<file path="src/rtl/kmap_sweep_ctrl.sv">
// Sweep sequencer for a 4-input K-map block: drives all 16 input vectors,
// captures the block's output after a settle interval, and checks the
// captured truth table against an expected mask with don't-care bits.
`timescale 1ns/1ps
module kmap_sweep_ctrl #(
  // Cycles each vector is held before sampling; legal range 1..255
  parameter int unsigned SETTLE_CYCLES = 4
) (
  input  logic        clk,
  input  logic        rst,
  input  logic        start,
  input  logic        abort,
  input  logic [15:0] exp_mask,
  input  logic [15:0] dc_mask,
  output logic        a,
  output logic        b,
  output logic        c,
  output logic        d,
  input  logic        k_in,
  output logic        busy,
  output logic        done,
  output logic        pass,
  output logic [15:0] truth_table,
  output logic [15:0] err_mask,
  output logic [4:0]  err_count,
  output logic [3:0]  first_err_idx,
  output logic        first_err_valid
);

  localparam logic [7:0] SettleLast = 8'(SETTLE_CYCLES - 1);

  typedef enum logic [1:0] {StIdle, StSettle, StSample, StDone} state_t;

  state_t      state;
  logic [3:0]  idx;
  logic [7:0]  settle_cnt;
  logic [15:0] exp_q;
  logic [15:0] dc_q;
  logic        mis;

  // Current sample disagrees with the latched expectation and is not masked
  always_comb begin
    mis = (k_in != exp_q[idx]) && !dc_q[idx];
  end

  // Sweep FSM; every output is a register updated here
  always_ff @(posedge clk) begin
    if (rst) begin
      state           <= StIdle;
      idx             <= 4'h0;
      settle_cnt      <= 8'h0;
      exp_q           <= 16'h0;
      dc_q            <= 16'h0;
      {a, b, c, d}    <= 4'h0;
      busy            <= 1'b0;
      done            <= 1'b0;
      pass            <= 1'b0;
      truth_table     <= 16'h0;
      err_mask        <= 16'h0;
      err_count       <= 5'h0;
      first_err_idx   <= 4'h0;
      first_err_valid <= 1'b0;
    end else begin
      done <= 1'b0;
      case (state)
        StIdle: begin
          {a, b, c, d} <= 4'h0;
          busy         <= 1'b0;
          // abort has priority over start while idle
          if (start && !abort) begin
            exp_q           <= exp_mask;
            dc_q            <= dc_mask;
            truth_table     <= 16'h0;
            err_mask        <= 16'h0;
            err_count       <= 5'h0;
            first_err_idx   <= 4'h0;
            first_err_valid <= 1'b0;
            pass            <= 1'b0;
            idx             <= 4'h0;
            settle_cnt      <= 8'h0;
            busy            <= 1'b1;
            state           <= StSettle;
          end
        end

        StSettle: begin
          if (abort) begin
            state        <= StIdle;
            busy         <= 1'b0;
            pass         <= 1'b0;
            {a, b, c, d} <= 4'h0;
          end else if (settle_cnt == SettleLast) begin
            state <= StSample;
          end else begin
            settle_cnt <= settle_cnt + 8'd1;
          end
        end

        StSample: begin
          if (abort) begin
            // capture suppressed; partial results are kept
            state        <= StIdle;
            busy         <= 1'b0;
            pass         <= 1'b0;
            {a, b, c, d} <= 4'h0;
          end else begin
            truth_table[idx] <= k_in;
            if (mis) begin
              err_mask[idx] <= 1'b1;
              err_count     <= err_count + 5'd1;
              if (!first_err_valid) begin
                first_err_idx   <= idx;
                first_err_valid <= 1'b1;
              end
            end
            if (idx == 4'hF) begin
              state        <= StDone;
              done         <= 1'b1;
              // include the final capture, which lands on this same edge
              pass         <= (err_mask == 16'h0) && !mis;
              busy         <= 1'b0;
              {a, b, c, d} <= 4'h0;
            end else begin
              idx          <= idx + 4'd1;
              settle_cnt   <= 8'h0;
              {a, b, c, d} <= idx + 4'd1;
              state        <= StSettle;
            end
          end
        end

        StDone: begin
          // abort and start are both ignored here
          state <= StIdle;
        end

        default: state <= StIdle;
      endcase
    end
  end

endmodule

</file>
<file path="config.mk">
export PLATFORM = sky130hd
export DESIGN_NAME = kmap_sweep_ctrl
export DESIGN_NICKNAME = d
export VERILOG_FILES = /design/src/rtl/kmap_sweep_ctrl.sv
export SDC_FILE = /design/constraint.sdc
export NUM_CORES = 1
export LEC_CHECK = 0
export BUFFER_PORTS_ARGS = -buffer_cell sky130_fd_sc_hd__clkbuf_2
export CAP_MARGIN = 30
export CORE_UTILIZATION = 42
export CTS_CLUSTER_SIZE = 30
export DETAILED_ROUTE_END_ITERATION = 12
export HOLD_SLACK_MARGIN = 0.1
export PLACE_DENSITY_LB_ADDON = 0.05
export SKIP_CTS_REPAIR_TIMING = 1
export SYNTH_ARGS = -nofsm -noshare
export SYNTH_HDL_FRONTEND = slang
export SYNTH_SLANG_ARGS = --single-unit
export TNS_END_PERCENT = 20
</file>
<file path="constraint.sdc">
create_clock -name clk -period 2.7 [get_ports clk]
set_input_delay 0.405 -clock clk [delete_from_list [all_inputs] [get_ports clk]]
set_output_delay 0.405 -clock clk [all_outputs]
set_load 0.005 [all_outputs]
</file>
==> metrics <==
synth warn 0; fin crit period about 2500 ps; met2 GRT Util 0.316; global-route wire length before repair between 15000 and 20000 µm; post-synth top area share 0.443; Clock H-tree levels 3; First DRT Iteration DRCs 195; VDD IR-drop max between 0.2 and 0.25 mV; pin count of the biggest net entering global routing 39; Clock transition at path regs 90 ps; Avg Cell Area, Syn 8.43 µm²; RSZ-0062 raised after global routing no; Pre-antenna DRT Iters 6; top cells by count, synth nand2_1 (110), dfxtp_1 (95), a21oi_1 (45); Starting Density 0.436; Total GRT Usage 0.213; final setup fails 0; CTS Buffer Depth 2; arrival time worst endpoint 2790 ps; switching share of power 0.255; Core Region about 9900 µm²; Worst Clk Skew 11.2 ps; Mapped Area 4300 µm²; CTS Root Buffer Type clkbuf_8; WP data required 2990 ps; DRT antenna net count 0; final hold vios 0; post-route non-filler standard cell count 718; post-synthesis sequential area ratio 0.443; Post-synth EDFFs 0; maxcap violations 0; drt total wl 10400 µm; vias in the first global route 3409; met1 Track Usage GR 0.309; total die area between 10000 and 15000 µm²; Antenna Cells 0; Clock Latency Late Sink between 300 and 400 ps; sequential share of power 0.553; FP Rows 36; # IOs 86; Int Pwr ~2.0 mW; fin. max-slew vios 0; slowest CP cell mux4_1; met3 Usage GRT 0.0285; fin crit share 0.926; Post-layout nets approximately 630; cts bufs inserted 9; upper clock frequency limit 400 MHz; max_slew headroom 0.612; Core Util, Final 0.511; Die Width 103 µm; Primary FF master, synth dfxtp_1; Netlist cell types 47; layout cell share with drive strength beyond 1 0.224; wire per inst roughly 15 µm; Die Ht 103 µm; DRC viols 0; initial antenna violation count 0; Synth Register Bits 95; busiest metal layer after global routing met2; DR vias/cell 5.09; Worst path max stage delay 590 ps; Worst Path Class, Setup reg2reg; Cells after DPL 702; setup_tns 0 ps; placed wire-length estimate 7490 µm; critical path capture point type flip-flop; Layout area overhead 17.3%; CP max FO 5; async set or reset register ratio after synthesis 0; Syn Inst Count 510; syn_nets 557; Gate power share 0.090; Routability Congestion 0.817; CTS tree done; Port-buffer cells 85; Slew @ Worst Pin 577 ps; top cells by area, synth dfxtp_1 (44%), nand2_1 (9.6%), mux2i_1 (5.4%); CP Cell Sequence mux4_1 > mux4_2 > xnor2_2 > nor3b_2 > mux2i_1; clk sink count 95; Worst setup SP type flip-flop; DP Worst Slack 125 ps; status complete, no violations; Filler cells between 900 and 1000; Yosys top cell by area dfxtp_1; fin worst setup slack a little under 200 ps; clock share of power 0.358; Switch Pwr 670 µW; DR vias 3653; Hold WC Path Type in2reg; gr ovfl total 0; Leakage Power 2.09 nW; most frequent cell after synthesis nand2_1; Power Density 521 nW/µm²
-- sequential cells by signal (all words and copies together) (netlist names) --
name	count
a	1
b	1
busy	1
c	1
d	1
dc_q	16
done	1
err_count	5
err_mask	16
exp_q	16
first_err_idx	4
first_err_valid	1
idx	4
pass	1
settle_cnt	8
state	2
truth_table	16
-- through the flow --
step                hold WS, ps  total power [mW]  cell area (µm²)
CTS                         231              2.66             5040
floorplan                   432              1.64             4300
global placement            442              1.72             4840
finish                      248              2.63             5040
detailed placement          444              1.72             4840
global route                240              2.76             5040
-- kinds of logic (layout without fill, tap and decap cells) --
group,count (synthesis),after routing,synth area share
AND/OR/NAND/NOR,227,227,0.239
flip-flops,95,95,0.443
AO/OA/AOI/OAI,84,84,0.112
buffers and inverters,51,126,0.0486
multiplexers,32,32,0.104
XOR/XNOR,11,11,0.0242
adder cells (fa/ha/maj),10,10,0.0291
-- worst max-delay path, delay by kind of cell (launching register included) --
kind          cells  cell delay (ps)
xor+xnor          1              210
flops             1              460
mux               3             1350
simple gates      1              400
-- power groups by stage --
stage                     clock network [mW]  logic, mW  registers [mW]
after floorplan                            0      0.167            1.48
after global placement                     0      0.232            1.48
after detailed placement                   0      0.236            1.49
after CTS                              0.972      0.237            1.45
after global routing                    1.04      0.265            1.46
final                                  0.940      0.235            1.45
-- layout by cell type, fill, tap and decap left out, drive strengths merged, types with 3 or more instances in the layout --
master  count
a211oi      4
a21oi      45
a22oi       4
and2        5
and3        6
buf        16
clkbuf     95
dfxtp      95
ha         10
inv        10
mux2i      23
mux4        9
nand2     110
nand2b      4
nand3      35
nand4       9
nor2       32
nor2b       5
nor3        7
nor4        4
o21ai      18
or2         3
xnor2       4
xor2        7
-- path summary, 6_finish.rpt --
kind	cells after the start	end	slack [ps]	startpoint
setup / recovery	5	first_err_idx[0]	200	idx[2]
hold reg to reg	2	exp_q[11]	460	exp_q[11]
setup reg to reg	5	first_err_idx[0]	200	idx[2]
hold / removal	3	exp_q[14]	250	exp_mask[14]
-- layer usage --
layer	wire length, µm	vias to the layer above
li1	-	1888
met2	4610	82
met5	0	-
met3	406	11
met1	5260	1672
met4	154	0
-- cell type report --
type                            instances  area [µm²]  share of cell area
Multi-Input combinational cell        364        2200               0.435
Timing Repair Buffer                  101         546               0.108
Tap cell                              133         166              0.0330
Sequential cell                        95        1900               0.377
Clock inverter                          6        70.1              0.0139
Clock buffer                           10         128              0.0253
Inverter                                9        33.8             0.00670
(Power assumes the default switching activity.)
